**src/rtl/pll_reset_seq.sv**
```systemverilog
// PLL reset sequencer: pulses the PLL reset, waits for a debounced lock, then releases sys_reset.
// Optional status outputs (retry_count_o, lock_lost_o, lock_lost_clr_i) under PLL_RESET_SEQ_STATUS_EN.
module pll_reset_seq #(
  parameter int unsigned PLL_RST_CYCLES = 16,
  parameter int unsigned LOCK_TIMEOUT   = 27000,
  parameter int unsigned LOCK_STABLE    = 256,
  parameter int unsigned RESET_HOLD     = 64,
  parameter int unsigned TIMER_W        = 16
) (
  input  logic       clk_i,
  input  logic       reset_i,
  input  logic       pll_lock_i,
  output logic       pll_reset_o,
  output logic       sys_reset_o,
  output logic       ready_o
`ifdef PLL_RESET_SEQ_STATUS_EN
  ,
  output logic [7:0] retry_count_o,
  output logic       lock_lost_o,
  input  logic       lock_lost_clr_i
`endif
);

  typedef enum logic [2:0] {
    StPllRst,
    StWaitLock,
    StStable,
    StHold,
    StRun
  } state_e;

  localparam logic [TIMER_W-1:0] RstLast     = TIMER_W'(PLL_RST_CYCLES - 1);
  localparam logic [TIMER_W-1:0] TimeoutLast = TIMER_W'(LOCK_TIMEOUT - 1);
  localparam logic [TIMER_W-1:0] StableLast  = TIMER_W'(LOCK_STABLE - 1);
  localparam logic [TIMER_W-1:0] HoldLast    = TIMER_W'(RESET_HOLD - 1);

  state_e               state_q, state_d;
  logic [TIMER_W-1:0]   timer_q, timer_d;
  logic                 sync1_q, sync2_q;
  logic                 lock_s;
  logic                 pll_reset_q, sys_reset_q, ready_q;

  assign lock_s = sync2_q;

  always_comb begin
    state_d = state_q;
    unique case (state_q)
      StPllRst: begin
        if (timer_q == RstLast) state_d = StWaitLock;
      end
      StWaitLock: begin
        if (lock_s)                       state_d = StStable;
        else if (timer_q == TimeoutLast)  state_d = StPllRst;
      end
      StStable: begin
        // Any dropout restarts the lock wait rather than the whole PLL sequence.
        if (!lock_s)                      state_d = StWaitLock;
        else if (timer_q == StableLast)   state_d = StHold;
      end
      StHold: begin
        if (!lock_s)                      state_d = StPllRst;
        else if (timer_q == HoldLast)     state_d = StRun;
      end
      StRun: begin
        if (!lock_s)                      state_d = StPllRst;
      end
      default: state_d = StPllRst;
    endcase

    timer_d = (state_d != state_q) ? '0 : timer_q + 1'b1;
  end

  always_ff @(posedge clk_i) begin
    if (reset_i) begin
      state_q     <= StPllRst;
      timer_q     <= '0;
      sync1_q     <= 1'b0;
      sync2_q     <= 1'b0;
      pll_reset_q <= 1'b1;
      sys_reset_q <= 1'b1;
      ready_q     <= 1'b0;
    end else begin
      state_q     <= state_d;
      timer_q     <= timer_d;
      sync1_q     <= pll_lock_i;
      sync2_q     <= sync1_q;
      pll_reset_q <= (state_d == StPllRst);
      sys_reset_q <= (state_d != StRun);
      ready_q     <= (state_d == StRun);
    end
  end

  assign pll_reset_o = pll_reset_q;
  assign sys_reset_o = sys_reset_q;
  assign ready_o     = ready_q;

`ifdef PLL_RESET_SEQ_STATUS_EN
  logic       timeout_evt, lost_evt;
  logic [7:0] retry_count_q, retry_count_d;
  logic       lock_lost_q, lock_lost_d;

  always_comb begin
    timeout_evt   = (state_q == StWaitLock) && (state_d == StPllRst);
    lost_evt      = ((state_q == StHold) || (state_q == StRun)) && (state_d == StPllRst);
    retry_count_d = retry_count_q;
    if (timeout_evt && (retry_count_q != 8'hFF)) retry_count_d = retry_count_q + 8'd1;
    // A new loss event takes priority over a coincident clear.
    lock_lost_d = lock_lost_q;
    if (lost_evt)             lock_lost_d = 1'b1;
    else if (lock_lost_clr_i) lock_lost_d = 1'b0;
  end

  always_ff @(posedge clk_i) begin
    if (reset_i) begin
      retry_count_q <= '0;
      lock_lost_q   <= 1'b0;
    end else begin
      retry_count_q <= retry_count_d;
      lock_lost_q   <= lock_lost_d;
    end
  end

  assign retry_count_o = retry_count_q;
  assign lock_lost_o   = lock_lost_q;
`endif

endmodule

```
**config.mk**
```make
export PLATFORM = sky130hd
export DESIGN_NAME = pll_reset_seq
export DESIGN_NICKNAME = d
export VERILOG_FILES = /design/src/rtl/pll_reset_seq.sv
export SDC_FILE = /design/constraint.sdc
export NUM_CORES = 1
export LEC_CHECK = 0
export CAP_MARGIN = 15
export CORE_MARGIN = 4
export CORE_UTILIZATION = 35
export DETAILED_ROUTE_END_ITERATION = 8
export SLEW_MARGIN = 5
export SYNTH_ARGS = -nofsm -noshare
export SYNTH_HDL_FRONTEND = slang
export SYNTH_SLANG_ARGS = --single-unit
```
**constraint.sdc**
```tcl
create_clock -name clk_i -period 2.05 [get_ports clk_i]
set_input_delay 0.41 -clock clk_i [delete_from_list [all_inputs] [get_ports clk_i]]
set_output_delay 0.41 -clock clk_i [all_outputs]
set_load 0.03 [all_outputs]
```
==> results.txt <==
----------------------------------------------------
[Logic synthesis]
  Synthesized net count ... 131
  Cell accounting for the most synthesized area ... dfxtp_1
  Number of warnings issued by yosys ... 0
  Largest family of logic cells by synthesized area ... simple AND/OR/NAND/NOR gates
  Simple-gate share of the synthesized area ... 0.332
  Share of Yosys cell area claimed by the top area cell type ... 0.427
  Fraction of the mapped netlist area in compound gates ... 0.0756
  Synthesized flop and latch total ... 24
  Main flop type after synthesis ... dfxtp_1
  Mean instance size in the synthesized netlist ... 8.87 um^2
  Xor/xnor share of the synthesized area ... 0.124
  Netlist cell types ... 32
  Synthesized netlist cell count ... 127
  Top post-synthesis cells by area ... dfxtp_1 (43%), xnor2_1 (8.6%), nor3_1 (5.8%)
  Area share of fa/ha/maj cells after synthesis ... 0.0111
  Count of flip-flops with a built-in enable after synthesis ... 0
  Multiplexer share of the synthesized area ... 0
  Seq/Total Area, Yosys ... 0.427
  Async set or reset register ratio after synthesis ... 0
  Cell area after synthesis ... 1130 um^2

[GRT]
  Largest net degree at the start of global routing ... 17
  Total global routing overflow ... 0
  Via count of the first global-routing pass ... between 800 and 900
  Initial antenna violation count ... 0
  Global-route usage over all layers ... 0.120
  First-pass GRT wire length ... around 4000 um

[Critical path]
  WP data required ... around 2.3 ns
  Launch point of the worst reg-to-reg path ... timer_q[15]
  Endpoint of the worst register-to-register path ... timer_q[13]
  Worst R2R Path Depth ... 6
  Largest fanout on the critical path ... 6
  Type of element capturing the critical path ... flip-flop
  Data arrival time of the worst path ... 2.37 ns
  Last element of the critical path ... timer_q[13]
  Critical path type ... flip-flop to flip-flop
  R2R setup slack ... -0.10 ns
  Critical path launch point type ... flip-flop
  Worst setup path startpoint ... timer_q[15]

[Clock network]
  Register clock-pin slew on the reported worst setup and hold paths ... around 0.13 ns
  TritonCTS Sinks ... 24
  Insertion delay of the later-clocked pin in the worst-skew pair ... approximately 0.31 ns
  Deepest clock path buffer count ... 2
  Clock buffers created by TritonCTS ... 3
  Hold-fix buffer count after cts ... 0
  Clock root cell ... clkbuf_4
  Maximum level of the CTS H-tree ... 1
  TritonCTS clock tree ... built

[Route]
  Number of remaining DRC errors ... 0
  Residual antenna-violating net count after detailed routing ... 0
  Vias ... 960
  DR iter-0 viols ... between 80 and 90
  Number of detailed-route iterations in the first pass ... 6
  Drt wl/cell ... 12.0 um
  DRT Wirelength ... approximately 2300 um
  Number of vias per cell after detailed routing ... approximately 5

[Power]
  Clock network fraction of total power ... 0.331
  Share of power burned in registers ... 0.632
  Pleak ... approximately 0.47 nW
  Total power per unit cell area ... 549 nW/um^2
  Internal power component ... ~0.0006 W
  Worst ir drop on vdd ... between 0.0003 and 0.0004 V
  Switching share of total power ... 0.215
  Net switching power ... 0.000163 W
  Combinational cell fraction of total power ... 0.037

[Hold path]
  Class of the tightest hold or removal check ... flip-flop to flip-flop

[STA]
  PnR worst setup slack ... -0.103 ns
  Slew at the pin with the worst max-slew slack ... 0.488 ns
  Highest attainable clock frequency ... approximately 460 MHz
  Unrepaired setup endpoints after global routing ... true
  Post-route clock period utilization ... 1.05
  Min Tclk post-route ... ~2.2 ns
  Final max-slew violation count ... 0
  Final Skew ... between 0.002 and 0.0025 ns
  Final hold viol count ... 0
  Final setup violation count ... 11
  Max-slew headroom ... 0.673
  Final-layout worst hold slack ... 0.468 ns

[Placed design]
  Pre-CTS setup slack ... -0.0474 ns
  Global placement routability congestion ... about 0.8
  Estimated wirelength of the detail-placed design ... 1650 um
  Number of port buffers ... 5

[Layout]
  Number of antenna diodes ... 0
  Relative area change from synthesis to final layout ... 22.9%
  Leading cell type in the layout, fill and taps excluded ... dfxtp_1
  Most frequent cells in the layout ... dfxtp_1 (23), nor2_1 (15), nor3_1 (13), buf_4 (13), xnor2_1 (11)
  Ratio of cells with drive above 1 in the final layout ... 0.189
  Nets ... roughly 150

[Floorplanning]
  Number of placement rows ... 20
  I/O pin cnt ... 6
  Overall die height ... about 65 um
  Area enclosed by the die boundary ... 4190 um^2
  Core box area ... roughly 3000 um^2
  Starting utilization of the core area ... 0.366
  Width of the die ... between 60 and 70 um

[Run status]
  Result of the run ... finished, violations left
  Failing checks ... negative setup slack

[Flow run]
  Max capacitance violation total ... 0

----------------------------------------------------
## cells by family after synthesis
group	Yosys count
simple gates	70
flops	24
xor+xnor	16
compound gates	11
buf+inv	5
fa+ha+maj	1
## timing repair
action / in CTS / in global routing
pin swaps: 0 / 0
gates resized for setup: 1 / 6
setup buffers: 0 / 1
cloned: 0 / 1
setup endpoints to repair: 11 / 13
## how the worst min path moves through the flow
stage / startpoint / to / slack (ns) / depth (start not counted)
floorplan: sync1_q / lock_s / 0.41 / 1
global placement: sync1_q / lock_s / 0.44 / 1
detailed placement: sync1_q / lock_s / 0.44 / 1
CTS: sync1_q / lock_s / 0.47 / 1
global route: sync1_q / lock_s / 0.48 / 1
finish: sync1_q / lock_s / 0.47 / 1
## state kept, by name, summed over array words and instances (netlist names)
| name | flops |
|---|---|
| timer_q | 16 |
| state_q | 3 |
| lock_s | 1 |
| pll_reset_o | 1 |
| ready_o | 1 |
| sync1_q | 1 |
| sys_reset_o | 1 |
## layout make-up
cell class	count	area (um^2)
Fill cell	318	1690
Clock buffer	4	36.3
Sequential cell	24	482
Timing Repair Buffer	20	170
Multi-Input combinational cell	98	633
Tap cell	44	55.1
Inverter	2	7.51
## power groups by stage
stage	combinational (W)	sequential, W	clock, W
2_1_floorplan	0.0000178	0.000489	0
3_3_place_gp	0.0000273	0.000490	0
3_5_place_dp	0.0000278	0.000490	0
4_1_cts	0.0000283	0.000480	0.000263
5_1_grt	0.0000319	0.000481	0.000282
6_report	0.0000283	0.000480	0.000251
## Yosys cell counts (all sizes together), types with 3 or more instances
cell type and number:
dfxtp 24, nor2 15, nor3 13, xnor2 11, nand2 8, nor2b 7
nand3 6, nand4 5, xor2 5, or4 4, nand2b 3, or3 3
## worst max-delay path: stages, from the launching register on
cell and delay [ns]:
dfxtp_2 0.34, or4_4 0.56, or2_4 0.25, or4_4 0.44, a32oi_4 0.24, buf_6 0.16, nor3_1 0.06
## metal layers
metal  part of all wire  vias up  GRT usage  wire, um
met5                  0        -          0         0
met2               0.45       16      0.186      1040
met3              0.037        4     0.0451        85
met4              0.011        0     0.0211        25
met1               0.50      448      0.160      1170
li1                   -      492          -         -
## per-stage QoR
stage	instances	util	cell area [um^2]	TNS [ns]	total power, W
2_1_floorplan	127	-	1130	0	0.000507
3_3_place_gp	186	0.423	1300	-0.00589	0.000517
3_5_place_dp	186	0.423	1300	-0.423	0.000518
4_1_cts	190	0.436	1340	-0.580	0.000771
5_1_grt	192	0.450	1380	-1.65	0.000795
6_report	192	0.450	1380	-0.984	0.000760
(Power assumes the default switching activity.)
